**src/rtl/mprj_io_stim.sv**
```systemverilog
// Per-pad stimulus and edge-count monitor for the user-project I/O bus.
// Each channel floats, drives a level, or plays a serial pattern on a shared tick.
module mprj_io_stim #(
  parameter int NUM_IO    = 38,
  parameter int PAT_DEPTH = 16,
  parameter int CNT_W     = 16
) (
  input  logic                      clock,
  input  logic                      resetb,
  input  logic                      cfg_we,
  input  logic [$clog2(NUM_IO)-1:0] cfg_ch,
  input  logic [1:0]                cfg_mode,
  input  logic                      cfg_val,
  input  logic [PAT_DEPTH-1:0]      cfg_pattern,
  input  logic [7:0]                tick_div,
  input  logic                      cnt_clr,
  input  logic [NUM_IO-1:0]         io_in,
  output logic [NUM_IO-1:0]         io_out,
  output logic [NUM_IO-1:0]         io_oe,
  output logic [NUM_IO-1:0]         done,
  input  logic [$clog2(NUM_IO)-1:0] rd_ch,
  output logic [CNT_W-1:0]          rd_count
);
  localparam int CH_W  = $clog2(NUM_IO);
  localparam int IDX_W = $clog2(PAT_DEPTH);
  localparam logic [IDX_W-1:0] IDX_LAST = IDX_W'(PAT_DEPTH - 1);

  typedef enum logic [1:0] {
    MODE_HIZ     = 2'b00,
    MODE_STATIC  = 2'b01,
    MODE_REPEAT  = 2'b10,
    MODE_ONESHOT = 2'b11
  } mode_e;

  mode_e              mode_q [NUM_IO];
  mode_e              mode_d [NUM_IO];
  logic [PAT_DEPTH-1:0] pat_q [NUM_IO];
  logic [PAT_DEPTH-1:0] pat_d [NUM_IO];
  logic [IDX_W-1:0]   idx_q  [NUM_IO];
  logic [IDX_W-1:0]   idx_d  [NUM_IO];
  logic [CNT_W-1:0]   cnt_q  [NUM_IO];
  logic [CNT_W-1:0]   cnt_d  [NUM_IO];
  logic [NUM_IO-1:0]  val_q, val_d;
  logic [NUM_IO-1:0]  done_q, done_d;
  logic [NUM_IO-1:0]  oe_q, oe_d;
  logic [NUM_IO-1:0]  out_q, out_d;
  logic [NUM_IO-1:0]  sync1_q, sync2_q, prev_q;
  logic [NUM_IO-1:0]  edge_det;
  logic [7:0]         tick_cnt_q, tick_cnt_d;
  logic               tick;

  // One shared down-counter; tick_div is only sampled on reload so a change
  // lands at the end of the running period.
  assign tick     = (tick_cnt_q == 8'd0);
  assign edge_det = sync2_q ^ prev_q;

  always_comb begin
    tick_cnt_d = tick ? tick_div : tick_cnt_q - 8'd1;
    val_d      = val_q;
    done_d     = done_q;
    oe_d       = '0;
    out_d      = '0;
    for (int i = 0; i < NUM_IO; i++) begin
      mode_d[i] = mode_q[i];
      pat_d[i]  = pat_q[i];
      idx_d[i]  = idx_q[i];
      cnt_d[i]  = cnt_q[i];
      if (cfg_we && cfg_ch == CH_W'(i)) begin
        mode_d[i] = mode_e'(cfg_mode);
        val_d[i]  = cfg_val;
        pat_d[i]  = cfg_pattern;
        idx_d[i]  = '0;
        done_d[i] = 1'b0;
      end else if (tick && (mode_q[i] == MODE_REPEAT || mode_q[i] == MODE_ONESHOT)) begin
        if (idx_q[i] != IDX_LAST)
          idx_d[i] = idx_q[i] + 1'b1;
        else if (mode_q[i] == MODE_ONESHOT)
          done_d[i] = 1'b1;
        else
          idx_d[i] = '0;
      end
      if (cnt_clr) begin
        done_d[i] = 1'b0;
        cnt_d[i]  = '0;
      end else if (edge_det[i] && cnt_q[i] != {CNT_W{1'b1}}) begin
        cnt_d[i] = cnt_q[i] + 1'b1;
      end
      // Pad drive is computed from next state so outputs stay registered.
      oe_d[i] = (mode_d[i] != MODE_HIZ);
      case (mode_d[i])
        MODE_HIZ:    out_d[i] = 1'b0;
        MODE_STATIC: out_d[i] = val_d[i];
        default:     out_d[i] = pat_d[i][idx_d[i]];
      endcase
    end
  end

  always_ff @(posedge clock or negedge resetb) begin
    if (!resetb) begin
      tick_cnt_q <= '0;
      val_q      <= '0;
      done_q     <= '0;
      oe_q       <= '0;
      out_q      <= '0;
      sync1_q    <= '0;
      sync2_q    <= '0;
      prev_q     <= '0;
      for (int i = 0; i < NUM_IO; i++) begin
        mode_q[i] <= MODE_HIZ;
        pat_q[i]  <= '0;
        idx_q[i]  <= '0;
        cnt_q[i]  <= '0;
      end
    end else begin
      tick_cnt_q <= tick_cnt_d;
      val_q      <= val_d;
      done_q     <= done_d;
      oe_q       <= oe_d;
      out_q      <= out_d;
      sync1_q    <= io_in;
      sync2_q    <= sync1_q;
      prev_q     <= sync2_q;
      for (int i = 0; i < NUM_IO; i++) begin
        mode_q[i] <= mode_d[i];
        pat_q[i]  <= pat_d[i];
        idx_q[i]  <= idx_d[i];
        cnt_q[i]  <= cnt_d[i];
      end
    end
  end

  always_comb begin
    rd_count = '0;
    for (int i = 0; i < NUM_IO; i++)
      if (rd_ch == CH_W'(i)) rd_count = cnt_q[i];
  end

  assign io_oe  = oe_q;
  assign io_out = out_q;
  assign done   = done_q;

endmodule
```
**config.mk**
```make
export PLATFORM = sky130hd
export DESIGN_NAME = mprj_io_stim
export DESIGN_NICKNAME = d
export VERILOG_FILES = /design/src/rtl/mprj_io_stim.sv
export SDC_FILE = /design/constraint.sdc
export NUM_CORES = 2
export LEC_CHECK = 0
export BUFFER_PORTS_ARGS = -buffer_cell sky130_fd_sc_hd__buf_2
export CAP_MARGIN = 5
export CORE_ASPECT_RATIO = 0.7
export CORE_UTILIZATION = 55
export DETAILED_ROUTE_END_ITERATION = 8
export PLACE_DENSITY = 0.72
export RECOVER_POWER = 50
export SETUP_SLACK_MARGIN = 0.15
export SLEW_MARGIN = 20
export SYNTH_ARGS = -nofsm -noshare
export SYNTH_HDL_FRONTEND = slang
export SYNTH_SLANG_ARGS = --single-unit
```
**constraint.sdc**
```tcl
create_clock -name clock -period 5.03 [get_ports clock]
set_input_delay 1.006 -clock clock [delete_from_list [all_inputs] [get_ports clock]]
set_output_delay 1.006 -clock clock [all_outputs]
set_load 0.01 [all_outputs]
```
==> results summary <==
In this run the mean area of a mapped cell was 9.50 µm². The class of the worst hold path is in2reg. The number of max-cap violations is 1. The CTS clock-pin slew for the worst setup and hold paths is 60 ps.

The hold violation total from the final report is 0. The summed negative setup slack over all endpoints came out at 0 ps. The worst hold endpoint is sync1_q[29]$_DFF_PN0_. The distinct cell type count after synthesis came out at about 110.

The total of fill cells in the finished design came out at 12900. The most common cell type on the critical path is sky130_fd_sc_hd__buf_12. The iteration-0 DRC count of the detailed router came out at ~8800.

The first global-routing pass estimated 415000 µm of wire. Among all flip-flop cells after synthesis, the most frequent one is sky130_fd_sc_hd__dfrtp_1. The detailed-route wire length is 272000 µm. The maximum vdd drop came out at slightly below 0.4 mV. Clock latency on the worst-skew pair, taken at its later pin, is 830 ps. The core region is 0.156 mm². The worst hold path begins at io_in[29]. Once the floorplan was initialized, standard cells occupied 55.5% of the core. The arrival time at the worst endpoint came out at roughly 4000 ps. The sequential cell area in the final layout is 0.0430 mm².

The synthesized design contains 0 enable-type register cells. The aggregate global-route resource usage is 34.1%. The floorplan step set the die height to 333 µm.

In this run the core area contains roughly 120 standard-cell rows. The met3 wirelength from detailed routing is 28600 µm. The total congestion overflow after global routing came out at 0. At the pin with the least slew margin, the transition time is approximately 4200 ps. 211 I/O pins were placed. After detailed routing, the average wire length per cell comes to 23.6 µm. The slowest stage of the critical path is the sky130_fd_sc_hd__and2_1 cell. In the routed layout, each cell is associated on average with a via count of 6.23. The maximum clock path buffer count is 3. TritonCTS built the clock tree. The checks that failed: max-capacitance violations, max-slew violations.

The shortest period the worst path allows is around 4900 ps. After detailed routing, the number of remaining DRC violations is 0. The critical path launch point type is a primary input.

The gate count after technology mapping is a little over 9000. The biggest fanout along the worst timing path is 64. The share of flip-flops with an asynchronous set or reset after synthesis came out at 100%. The number of global-route vias before repair was 68100. Measured against its own limit, the worst slew margin works out to -181%. The number of warnings printed during yosys synthesis came out at 0. The reg-to-reg endpoint is io_out[12]$_DFF_PN0_.

The H-tree level count is 4. The setup slack of the most critical reg-to-reg path came out at 1000 ps. The maximum clock skew at final layout came out at around 30 ps.

The instance count along the most critical hold path is 1. The data required time at the worst endpoint is between 4000 and 5000 ps. In this run the static leakage power is 45.7 nW. The number of failing setup endpoints in the final timing report came out at 0. The area of the multi-input gates came out at 0.0409 mm². Setup repair after global routing could not meet its margin everywhere.

The critical path's largest stage delay is 380 ps. The number of port buffers is 210. The least setup slack across all paths after layout is 113 ps. Traced cell by cell, the critical path runs through buf_6 > buf_12 > buf_12 > and2_1 > buf_4 > nand2_1 > o211ai_1 > a21o_1 > a31oi_1 > o21ai_1 > nand3_1 > buf_2. The category of the worst setup path capture point is an output pin. The classification of the worst setup path is in2out. After layout, the worst path uses roughly 98% of the clock period. At the end of routability-driven placement, the weighted congestion stood at 1.01. The detailed placement HPWL came out at 185000 µm. The total clock sinks is 1718. The die covers 0.159 mm². The final number of max-transition violations came to 130.

The root cell of the clock tree is sky130_fd_sc_hd__clkbuf_16. The number of clock buffers inserted by TritonCTS came out at between 150 and 200. The worst register-to-register path has a depth of 9. The synthesis-to-layout area growth is 12.0%. The smallest hold slack is 290 ps. The share of synthesized area occupied by flip-flops and latches is between 40 and 50%.

The post-synthesis instance area came out at ~0.086 mm². Once placement completed, the tool counted placed cells totaling 11200. The final route contains 71700 vias. Derived from the worst setup path, the maximum achievable clock frequency is a little over 200 MHz. Timing analysis after detailed placement gives a worst setup slack of -221 ps. The first-pass iteration count of the detailed router came out at 9. The met2 wire length is 112000 µm. The initial antenna violation count came out at 10. From left edge to right edge, the die measures 475 µm. The share of layout cells above drive strength 1 came out at 13.2%. The total of hold buffers inserted after clock tree synthesis came out at 0. For this block, wires on met1 add up to ~120000 µm. Entering global routing, the biggest net connects roughly 140 pins.

The power per unit of standard cell area came out at 363 mW/mm². Counting flops and latches in the post-synthesis netlist gives 1718. The final instance count without filler cells is 11500. The number of routed nets with antenna violations came out at 0. The number of nets handed over by synthesis was 9247.

The post-layout net count came out at 9446. The run finished, with violations left. The highest metal layer carrying signal wires in the routed design is met5.

The overall power came out at between 30 and 40 mW. In this run the critical register-to-register path is launched from tick_cnt_q[6]$_DFF_PN0_.
power by group:
group          leakage, nW  switching [mW]  total (mW)  internal, mW
sequential            22.8           0.913        16.0          15.1
clock                 2.84            5.65        13.3          7.66
combinational         20.1            3.66        5.78          2.12
how the worst max path moves through the flow:
stage,from,to,slack (ps),cells past startpoint
4_1_cts,rd_ch[3],rd_count[8],40,13
3_3_place_gp,rd_ch[5],rd_count[8],-270,13
2_1_floorplan,rd_ch[0],rd_count[8],520,10
3_5_place_dp,rd_ch[5],rd_count[8],-220,13
6_report,rd_ch[1],rd_count[9],110,12
5_1_grt,cnt_q[424]$_DFFE_PN0P_,rd_count[8],60,12
registers in the layout, indices dropped and copies added (netlist names):
register and count:
cnt_q 608, done 38, idx_q 152, io_oe 38, io_out 38, mode_q 76, pat_q 608, prev_q 38
sync1_q 38, sync2_q 38, tick_cnt_q 8, val_q 38
critical path, delay by kind of cell:
family / cells / cell delay (ps)
AOI/OAI and AO/OA: 4 / 870
buffers and inverters: 5 / 1150
and+or+nand+nor: 3 / 840
through the flow:
step                      area [µm²]  utilization, %
after floorplan                86300               -
after global placement         90700            58.3
after detailed placement       90700            58.3
after CTS                      96600            62.1
after global routing           96700            62.1
final                          96700            62.1
timing repair:
action,CTS,global route
pin swaps,0,11
gates resized for setup,15,34
endpoints found under the setup margin,9,13
buffers inserted,0,6
per-layer routing:
metal,vias up,track usage (%)
li1,32100,-
met1,35700,51.9
met2,3347,46.9
met3,573,8.59
met4,4,11.5
met5,-,0
layout by cell type (no fill, tap or decap), types with 63 or more instances in the layout:
cell type	count
sky130_fd_sc_hd__buf_2	206
sky130_fd_sc_hd__ha_1	77
sky130_fd_sc_hd__nor3_1	220
sky130_fd_sc_hd__and3_1	94
sky130_fd_sc_hd__nand3_1	255
sky130_fd_sc_hd__a31oi_1	103
sky130_fd_sc_hd__buf_4	224
sky130_fd_sc_hd__o22ai_1	63
sky130_fd_sc_hd__clkbuf_16	171
sky130_fd_sc_hd__dfrtp_1	1718
sky130_fd_sc_hd__mux2_2	293
sky130_fd_sc_hd__inv_1	232
sky130_fd_sc_hd__nand2_1	1931
sky130_fd_sc_hd__xor2_1	386
sky130_fd_sc_hd__nor2_1	862
sky130_fd_sc_hd__nand4_1	220
sky130_fd_sc_hd__or3_1	106
sky130_fd_sc_hd__xnor2_1	118
sky130_fd_sc_hd__a21oi_1	314
sky130_fd_sc_hd__mux2i_1	391
sky130_fd_sc_hd__o21ai_0	239
synth_stat cells (220+ instances only):
master / count / share of area (%)
sky130_fd_sc_hd__a21oi_1: 318 / 1.8
sky130_fd_sc_hd__clkbuf_1: 365 / 1.6
sky130_fd_sc_hd__dfrtp_1: 1718 / 50
sky130_fd_sc_hd__inv_1: 233 / 1.0
sky130_fd_sc_hd__mux2_2: 301 / 3.9
sky130_fd_sc_hd__mux2i_1: 391 / 4.5
sky130_fd_sc_hd__nand2_1: 1934 / 8.4
sky130_fd_sc_hd__nand3_1: 255 / 1.5
sky130_fd_sc_hd__nand4_1: 220 / 1.6
sky130_fd_sc_hd__nor2_1: 871 / 3.8
sky130_fd_sc_hd__nor3_1: 228 / 1.3
sky130_fd_sc_hd__o21ai_0: 245 / 1.4
sky130_fd_sc_hd__xor2_1: 386 / 3.9
logic make-up (layout without fill, tap and decap cells):
group,Yosys count,after routing,share of synthesized area (%)
AOI/OAI and AO/OA,1286,1286,10.0
buffers and inverters,706,1039,3.19
DFF,1718,1718,49.8
adders and majority gates,77,77,1.12
other,0,2,0
muxes,736,736,9.60
and+or+nand+nor,4062,4062,21.2
xor gates and xnor gates,504,504,5.11
layout make-up:
type	instances	area share, %
repair buffers	496	3.58
clock inverters	65	0.982
clock buffers	238	5.00
flip-flops and latches	1718	44.5
well taps	2091	2.71
inverters	240	0.932
multi-input cells	6665	42.3
diodes	2	0.00518
No activity file was read; power rests on OpenSTA's default activity.
